## config.mk

```make
export PLATFORM = sky130hd
export DESIGN_NAME = audio_dac_serializer
export DESIGN_NICKNAME = d
export VERILOG_FILES = /design/src/rtl/audio_dac_serializer.sv
export SDC_FILE = /design/constraint.sdc
export NUM_CORES = 1
export LEC_CHECK = 0
export BUFFER_PORTS_ARGS = -buffer_cell sky130_fd_sc_hd__buf_2
export CAP_MARGIN = 20
export CORE_ASPECT_RATIO = 0.8
export CORE_MARGIN = 3
export CORE_UTILIZATION = 50
export CTS_CLUSTER_SIZE = 10
export DETAILED_ROUTE_END_ITERATION = 6
export GPL_TIMING_DRIVEN = 0
export PLACE_DENSITY = 0.67
export SYNTH_ARGS = -nofsm -noshare
export SYNTH_HDL_FRONTEND = slang
export SYNTH_SLANG_ARGS = --single-unit
```

## constraint.sdc

```tcl
create_clock -name clock -period 5.3 [get_ports clock]
set_input_delay 0.795 -clock clock [delete_from_list [all_inputs] [get_ports clock]]
set_output_delay 0.795 -clock clock [all_outputs]
set_load 0.03 [all_outputs]
```

## src/rtl/audio_dac_serializer.sv

```systemverilog
// I2S DAC serializer: stereo pairs are queued in a small FIFO and shifted out MSB first,
// timed by a codec-supplied bit clock and frame clock that are asynchronous to clock.
module audio_dac_serializer #(
    parameter int unsigned W     = 24,
    parameter int unsigned DEPTH = 4
) (
    input  logic         clock,
    input  logic         reset_n,
    input  logic [W-1:0] left_in,
    input  logic [W-1:0] right_in,
    input  logic         write,
    output logic         write_ready,
    input  logic         bclk,
    input  logic         daclrck,
    output logic         dacdat,
    output logic         underflow
);

    localparam int unsigned AW = $clog2(DEPTH);
    localparam int unsigned CW = $clog2(W + 1);

    typedef enum logic [2:0] {
        StWaitFrame,
        StLoad,
        StSkipL,
        StLeft,
        StPadL,
        StSkipR,
        StRight,
        StPadR
    } state_e;

    state_e state_q, state_d;

    // [0],[1] form the 2-flop synchronizer; [2] is the previous synchronized value.
    logic [2:0] bclk_q, lrck_q;
    logic       bclk_fall, lrck_fall, lrck_rise;

    logic [2*W-1:0] mem_q [DEPTH];
    logic [AW:0]    wr_ptr_q, wr_ptr_d, rd_ptr_q, rd_ptr_d;
    logic           write_ready_q, write_ready_d;
    logic           empty, full_d, push, pop;

    logic [W-1:0]  sr_l_q, sr_l_d, sr_r_q, sr_r_d;
    logic [CW-1:0] cnt_q, cnt_d;
    logic          dacdat_q, dacdat_d;
    logic          underflow_q, underflow_d;

    assign bclk_fall = bclk_q[2] & ~bclk_q[1];
    assign lrck_fall = lrck_q[2] & ~lrck_q[1];
    assign lrck_rise = ~lrck_q[2] & lrck_q[1];

    assign empty    = (wr_ptr_q == rd_ptr_q);
    assign push     = write & write_ready_q;
    assign pop      = (state_q == StLoad) & ~empty;
    assign wr_ptr_d = wr_ptr_q + {{AW{1'b0}}, push};
    assign rd_ptr_d = rd_ptr_q + {{AW{1'b0}}, pop};
    assign full_d   = (wr_ptr_d[AW] != rd_ptr_d[AW]) &&
                      (wr_ptr_d[AW-1:0] == rd_ptr_d[AW-1:0]);
    assign write_ready_d = ~full_d;

    always_ff @(posedge clock) begin
        if (push) begin
            mem_q[wr_ptr_q[AW-1:0]] <= {left_in, right_in};
        end
    end

    always_comb begin
        state_d     = state_q;
        sr_l_d      = sr_l_q;
        sr_r_d      = sr_r_q;
        cnt_d       = cnt_q;
        underflow_d = 1'b0;
        // dacdat is only ever updated on a bit-clock falling edge; zero unless shifting.
        dacdat_d    = bclk_fall ? 1'b0 : dacdat_q;

        unique case (state_q)
            StWaitFrame: begin
                if (lrck_fall) state_d = StLoad;
            end
            StLoad: begin
                if (empty) begin
                    sr_l_d      = '0;
                    sr_r_d      = '0;
                    underflow_d = 1'b1;
                end else begin
                    {sr_l_d, sr_r_d} = mem_q[rd_ptr_q[AW-1:0]];
                end
                cnt_d   = '0;
                state_d = StSkipL;
            end
            StSkipL: begin
                if (lrck_rise) begin
                    cnt_d   = '0;
                    state_d = StSkipR;
                end else if (bclk_fall) begin
                    state_d = StLeft;
                end
            end
            StLeft: begin
                if (lrck_rise) begin
                    cnt_d   = '0;
                    state_d = StSkipR;
                end else if (bclk_fall) begin
                    if (cnt_q == CW'(W)) begin
                        state_d = StPadL;
                    end else begin
                        dacdat_d = sr_l_q[W-1];
                        sr_l_d   = {sr_l_q[W-2:0], 1'b0};
                        cnt_d    = cnt_q + CW'(1);
                    end
                end
            end
            StPadL: begin
                if (lrck_rise) begin
                    cnt_d   = '0;
                    state_d = StSkipR;
                end
            end
            StSkipR: begin
                if (lrck_fall) begin
                    state_d = StLoad;
                end else if (bclk_fall) begin
                    state_d = StRight;
                end
            end
            StRight: begin
                if (lrck_fall) begin
                    state_d = StLoad;
                end else if (bclk_fall) begin
                    if (cnt_q == CW'(W)) begin
                        state_d = StPadR;
                    end else begin
                        dacdat_d = sr_r_q[W-1];
                        sr_r_d   = {sr_r_q[W-2:0], 1'b0};
                        cnt_d    = cnt_q + CW'(1);
                    end
                end
            end
            StPadR: begin
                if (lrck_fall) state_d = StLoad;
            end
            default: state_d = StWaitFrame;
        endcase
    end

    always_ff @(posedge clock or negedge reset_n) begin
        if (!reset_n) begin
            bclk_q        <= '0;
            lrck_q        <= '0;
            wr_ptr_q      <= '0;
            rd_ptr_q      <= '0;
            write_ready_q <= 1'b0;
            state_q       <= StWaitFrame;
            sr_l_q        <= '0;
            sr_r_q        <= '0;
            cnt_q         <= '0;
            dacdat_q      <= 1'b0;
            underflow_q   <= 1'b0;
        end else begin
            bclk_q        <= {bclk_q[1:0], bclk};
            lrck_q        <= {lrck_q[1:0], daclrck};
            wr_ptr_q      <= wr_ptr_d;
            rd_ptr_q      <= rd_ptr_d;
            write_ready_q <= write_ready_d;
            state_q       <= state_d;
            sr_l_q        <= sr_l_d;
            sr_r_q        <= sr_r_d;
            cnt_q         <= cnt_d;
            dacdat_q      <= dacdat_d;
            underflow_q   <= underflow_d;
        end
    end

    assign write_ready = write_ready_q;
    assign dacdat      = dacdat_q;
    assign underflow   = underflow_q;

endmodule

```

==> flow_summary.ini, run 1 <==
[routing]
viasPerCell = 5.80
num_vias = 5700
drc = 0
drt_wl_total_mm = 19.8
dr.first_iter.drc_count = 558
ant_nets = 0
first_pass_iters = 6
post_drt_wl_per_cell_um = 20.2

[clock_tree]
ctsResizeCount = 0
cts_buffer_depth = 3
cts_hold_buf = 0
clk_pin_slew_ns = 0.06
post-cts-setup-buffers = 0
htreeDepth = 1
clock_tree.root_cell = clkbuf_16
cts_made_buffers = 30
clock_latency_ns = 0.55
clock-sinks = 263
cts_tree = done

[floorplanning]
die_h_um = 135
start_util_pct = 51.5
row_count = 46
dieWidth_um = 167
dieArea_sq_um = 22400
coreArea_sq_um = 20000
io_pins = 56

[synthesis]
syn_nets = 650
syn-cell-area_sq_um = 10300
postSynthAreaPerCell_sq_um = 17.5
yosys_warnings = 0
synth_ff_type = edfxtp_1
synth_seq_cells = 263
yosys.area.top_type_share_pct = 55.9
async_flop_share_pct = 27.0
ys_top_cells_by_area = edfxtp_1 (56%), dfrtp_1 (17%), mux4_2 (10%), a22oi_1 (3.3%), o21ai_1 (2.4%)
synth_cell_types = 49
synthCells = 591
synth_area_leader_cell = edfxtp_1
synth_edf_count = 192
ys_seq_area_share_pct = 73.1

[sta]
finClkSkew_ns = 0.0151
maxSlewViolCount = 0
hold_violations = 0
fin_crit_sh_pct = 45.7
worst-slew-pin-transition_ns = 1.04
rsz0062_at_grt = false
fmax_ghz = 0.413
setup_viol_count_final = 0
final.min_clock_period_ns = 2.42
slew-limit-headroom_pct = 30.7

[power]
switchingPower_w = 0.00225
power_density_nw_per_um2 = 587
p_int_w = 0.00482
power_frac_seq_pct = 41.5
p_clk_share_pct = 26.0
leakagePower_nw = 4.45
vdd_drop_max_uv = 282
switching_share_pct = 31.8
p_comb_share_pct = 32.6
power_w = 0.00707

[worst_setup_path]
worst_setup_path_start_kind = register
crit_path_max_fanout = 10
worstSetupPathType = register to register
crit_path_start = write_ready$_DFF_PN0_
cp.arrival_ns = 2.67
crit_path_end_kind = register
timing.rr.start = write_ready$_DFF_PN0_
crit_required_ns = 5.55

[placed_design]
place_inst = 926
routabilityCongestion = 0.824
port_buffers = 55
dp_hpwl_mm = 13.2

[outcome]
status = finished clean

[layout]
area_growth_pct = 16.6
post-route-util_pct = 60.1
final_cells = 982
diodes = 0
fin_nets = 753
drive_above_1_share_pct = 27.6

[min_path]
hold_start = lrck_q[0]$_DFF_PN0_
hold_path_class = register to register

[grt]
grt.total_usage_pct = 17.8
grt_pass1_vias = 5741
antenna_found_initial = 1
grt-ovfl-total = 0
grt_max_degree = 72
grt_pass1_wl_mm = 31.8

[flow_run]
maxCapViolCount = 0
[kinds of logic after synthesis]
logic type / synth area share [%]
and+or+nand+nor: 4.79
xor gates and xnor gates: 0.764
muxes: 10.6
DFF: 73.1
AOI/OAI and AO/OA: 7.83
adders and majority gates: 0.727
buffers and inverters: 2.19
[synth_stat cells (all sizes together), types with 2 or more instances]
library cell  count
and3              2
xnor2             5
nand4             3
a32oi             2
a211o             2
and2b             2
nand3             4
o21ai            52
nor3b             2
edfxtp          192
mux4             48
buf              30
dfrtp            71
a22oi            46
nand2            60
o31ai             5
nor3              5
xor2              4
inv               4
nor2              8
nand2b            6
a21oi            10
and3b             2
clkbuf            6
nor2b             2
ha                6
[registers in the layout, summed over array words and instances (netlist names)]
name and flops:
mem_q 192, sr_l_q 24, sr_r_q 24, cnt_q 5
bclk_q 3, lrck_q 3, rd_ptr_q 3, state_q 3
wr_ptr_q 3, dacdat 1, underflow 1, write_ready 1
[stage by stage]
step,TNS [ns],hold slack [ns],setup WS (ns),area (sq um)
after floorplan,0,0.331,0.307,10300
after global placement,-375.81,0.345,-2.79,10900
after detailed placement,0,0.343,2.35,11200
after CTS,0,0.350,2.86,12000
after global routing,0,0.348,2.72,12000
final,0,0.347,2.88,12000
[per-layer routing]
metal / wire (um) / GRT usage, % / vias to the layer above
li1: - / - / 2554
met1: 8770 / 26.4 / 2906
met2: 9390 / 28.1 / 202
met3: 1290 / 3.42 / 36
met4: 373 / 4.31 / 2
met5: 7 / 0 / -
[power groups by stage]
stage / Combinational, W / Sequential (W) / Clock (W)
4_1_cts: 0.00233 / 0.00293 / 0.00187
3_5_place_dp: 0.00232 / 0.00296 / 0
5_1_grt: 0.00252 / 0.00297 / 0.00196
3_3_place_gp: 0.00213 / 0.00299 / 0
6_report: 0.00230 / 0.00293 / 0.00183
2_1_floorplan: 0.00166 / 0.00293 / 0
[layout by cell type (no fill, tap or decap), drive strengths merged, types with 3 or more instances in the layout]
master	netlist	layout
edfxtp	192	192
buf	30	101
dfrtp	71	71
nand2	60	60
clkbuf	6	60
o21ai	52	52
mux4	48	48
a22oi	46	46
a21oi	10	10
nor2	8	8
ha	6	6
nand2b	6	6
o31ai	5	5
xnor2	5	5
nor3	5	5
inv	4	4
xor2	4	4
nand3	4	4
nand4	3	3
[path summary, 6_finish.rpt]
| check | endpoint | slack, ns | cells past startpoint |
|---|---|---|---|
| max in group asynchronous | sr_r_q[16]$_DFFE_PN0P_ | 4.29 | 1 |
| hold reg to reg | lrck_q[1]$_DFF_PN0_ | 0.35 | 0 |
| min in group asynchronous | underflow$_DFF_PN0_ | 0.39 | 1 |
| hold / removal | lrck_q[1]$_DFF_PN0_ | 0.35 | 0 |
| setup reg to reg | mem_q[2][38]$_DFFE_PP_ | 2.88 | 6 |
| setup / recovery | mem_q[2][38]$_DFFE_PP_ | 2.88 | 6 |
[critical path, cell delays in order (launching register included)]
cell     delay, ns
dfrtp_1       0.37
nand2_1       0.15
nor3b_2       0.88
buf_8         0.24
buf_8         0.17
buf_8         0.16
buf_6         0.16
[cell type report]
cell class,count,area (sq um)
Sequential cell,263,7540
Timing Repair Buffer,71,485
Inverter,4,15.0
Fill cell,1479,7990
Clock inverter,2,35.0
Clock buffer,54,851
Tap cell,264,330
Buffer,36,211
Multi-Input combinational cell,288,2570
(Power assumes the default switching activity.)
==> run 2: changes to the inputs <==
Clock period 5.3 ns to 2.4 ns, I/O delays scaled along.
==> run 2 against run 1 <==
  * Clock skew up 0.019 ns
  * Via count is 0.40% lower
  * Critical endpoint is now write_ready$_DFF_PN0_
  * Critical path type unchanged
  * Largest cell class unchanged
  * Die area is the same
  * Critical path depth up 2
  * Largest power group unchanged
  * Routed wire length is 1.7% higher
  * Final area grew 1.9%
==> flow_summary.ini, run 2 (synthesis results as in run 1) <==
[placed_design]
routabilityCongestion = 0.832
dpl-instance-area_sq_um = 11200
port_buffers = 55
dp_hpwl_mm = 13.1

[worst_setup_path]
slowest_stage = dfrtp_1
cp.arrival_ns = 2.64
crit_required_ns = 2.80
worstSetupPathType = register to register
crit_path_max_fanout = 6
cp_num_buf_inv = 0
cp_cell_sequence = xnor2_1 -> and3_1 -> nor3_1 -> ha_1 -> ha_1 -> xor2_1 -> xnor2_1 -> or3_1
slowest_delay_ns = 0.53
timing.rr.start = wr_ptr_q[1]$_DFF_PN0_
cp_top_family = simple AND/OR/NAND/NOR gates
rr_worst_depth = 8
worst_setup_path_start_kind = register
reg2reg_to = write_ready$_DFF_PN0_
reg2reg_slack_ns = 0.16
crit_path_end_kind = register

[layout]
diodes = 0
final_cell_mix = edfxtp_1 (192), buf_2 (73), dfrtp_1 (70)
final_common_cell = edfxtp_1
post-route-util_pct = 61.2
drive_above_1_share_pct = 26.5
largest_register_ffs = 192
fin_nets = 765
area_growth_pct = 18.9
final.fill_count = 1486
finalInstanceArea_sq_um = 12300

[routing]
drc = 0
viasPerCell = 5.72
drt_wl_total_mm = 20.2
first_pass_iters = 5
num_vias = 5677
ant_nets = 0
post_drt_wl_per_cell_um = 20.3
dr.first_iter.drc_count = 522

[flow_run]
maxCapViolCount = 0

[clock_tree]
clk_pin_slew_ns = 0.06
cts_tree = done
clock-sinks = 263
clock_tree.root_cell = clkbuf_16
htreeDepth = 1
cts_made_buffers = 30
clock_latency_ns = 0.56
cts_buffer_depth = 3

[floorplanning]
dieWidth_um = 167
dieArea_sq_um = 22400
start_util_pct = 51.5
die_h_um = 135
coreArea_sq_um = 20000
io_pins = 56
row_count = 46

[grt]
grt-ovfl-total = 0
antenna_found_initial = 0
grt.total_usage_pct = 18.5
grt_pass1_vias = 5960
grt_max_degree = 72
grt_pass1_wl_mm = 32.8

[sta]
fin_crit_sh_pct = 93.1
fmax_ghz = 0.447
slew-limit-headroom_pct = 37.3
rsz0062_at_grt = false
finClkSkew_ns = 0.0338
hold_ws_ns = 0.0272
setup_viol_count_final = 0
final.setup.tns_ns = 0
maxSlewViolCount = 0
worst-slew-pin-transition_ns = 0.940
final.min_clock_period_ns = 2.24
hold_violations = 0

[min_path]
holdPathEnd = mem_q[1][8]$_DFFE_PP_
hold_start = right_in[8]
hold_path_class = primary input to register
min_delay_path_depth = 1

[power]
leakagePower_nw = 4.53
vdd_drop_max_uv = 625
power_density_nw_per_um2 = 1280

[outcome]
status = finished clean
-- run 2: stage by stage --
stage	instances	power, W	setup WS (ns)
floorplan	591	0.0101	0.0995
global placement	910	0.0112	-0.831
detailed placement	920	0.0117	0.148
CTS	993	0.0158	0.146
global route	993	0.0166	0.0306
finish	993	0.0157	0.165
-- run 2: worst max-delay path by stage --
| stage | slack [ns] | endpoint | start | cells after the start |
|---|---|---|---|---|
| 2_1_floorplan | 0.1 | mem_q[1][0]$_DFFE_PP_ | write_ready$_DFF_PN0_ | 2 |
| 3_3_place_gp | -0.83 | mem_q[2][6]$_DFFE_PP_ | write | 3 |
| 3_5_place_dp | 0.15 | write_ready$_DFF_PN0_ | rd_ptr_q[0]$_DFF_PN0_ | 9 |
| 4_1_cts | 0.15 | write_ready$_DFF_PN0_ | wr_ptr_q[1]$_DFF_PN0_ | 8 |
| 5_1_grt | 0.03 | write_ready$_DFF_PN0_ | rd_ptr_q[0]$_DFF_PN0_ | 9 |
| 6_report | 0.16 | write_ready$_DFF_PN0_ | wr_ptr_q[1]$_DFF_PN0_ | 8 |
-- run 2: routing by layer --
| metal | vias up | track usage, % | share of wire [%] |
|---|---|---|---|
| met4 | 0 | 4.95 | 2.5 |
| li1 | 2564 | - | - |
| met2 | 206 | 28.8 | 47 |
| met1 | 2865 | 27.6 | 45 |
| met5 | - | 0 | 0 |
| met3 | 42 | 3.19 | 5.2 |
-- run 2: worst register-to-register path, cell delays in order (launching register included) --
cell and delay, ns:
dfrtp_1 0.53, xnor2_1 0.18, and3_1 0.29, nor3_1 0.07, ha_1 0.18, ha_1 0.19
xor2_1 0.20, xnor2_1 0.10, or3_1 0.37
-- run 2: where the power goes --
group / switching (W) / internal [W]
sequential: 0.000450 / 0.00604
clock: 0.00167 / 0.00235
combinational: 0.00285 / 0.00231
total: 0.00496 / 0.0107
-- run 2: area by class of cell --
class | count | area, sq um | area share (%)
clock buffers | 53 | 837 | 6.82
well taps | 264 | 330 | 2.69
multi-input cells | 288 | 2590 | 21.1
repair buffers | 83 | 701 | 5.71
flip-flops and latches | 263 | 7540 | 61.5
plain buffers | 36 | 211 | 1.72
clock inverters | 2 | 38.8 | 0.316
inverters | 4 | 15.0 | 0.122
-- run 2: repair_timing --
| item | in CTS | in global routing |
|---|---|---|
| buffers inserted | 0 | 0 |
| setup endpoints to repair | 0 | 0 |
| endpoints found under the hold margin | 79 | 0 |
| hold buffers | 18 | 0 |
| gates resized for setup | 0 | 0 |
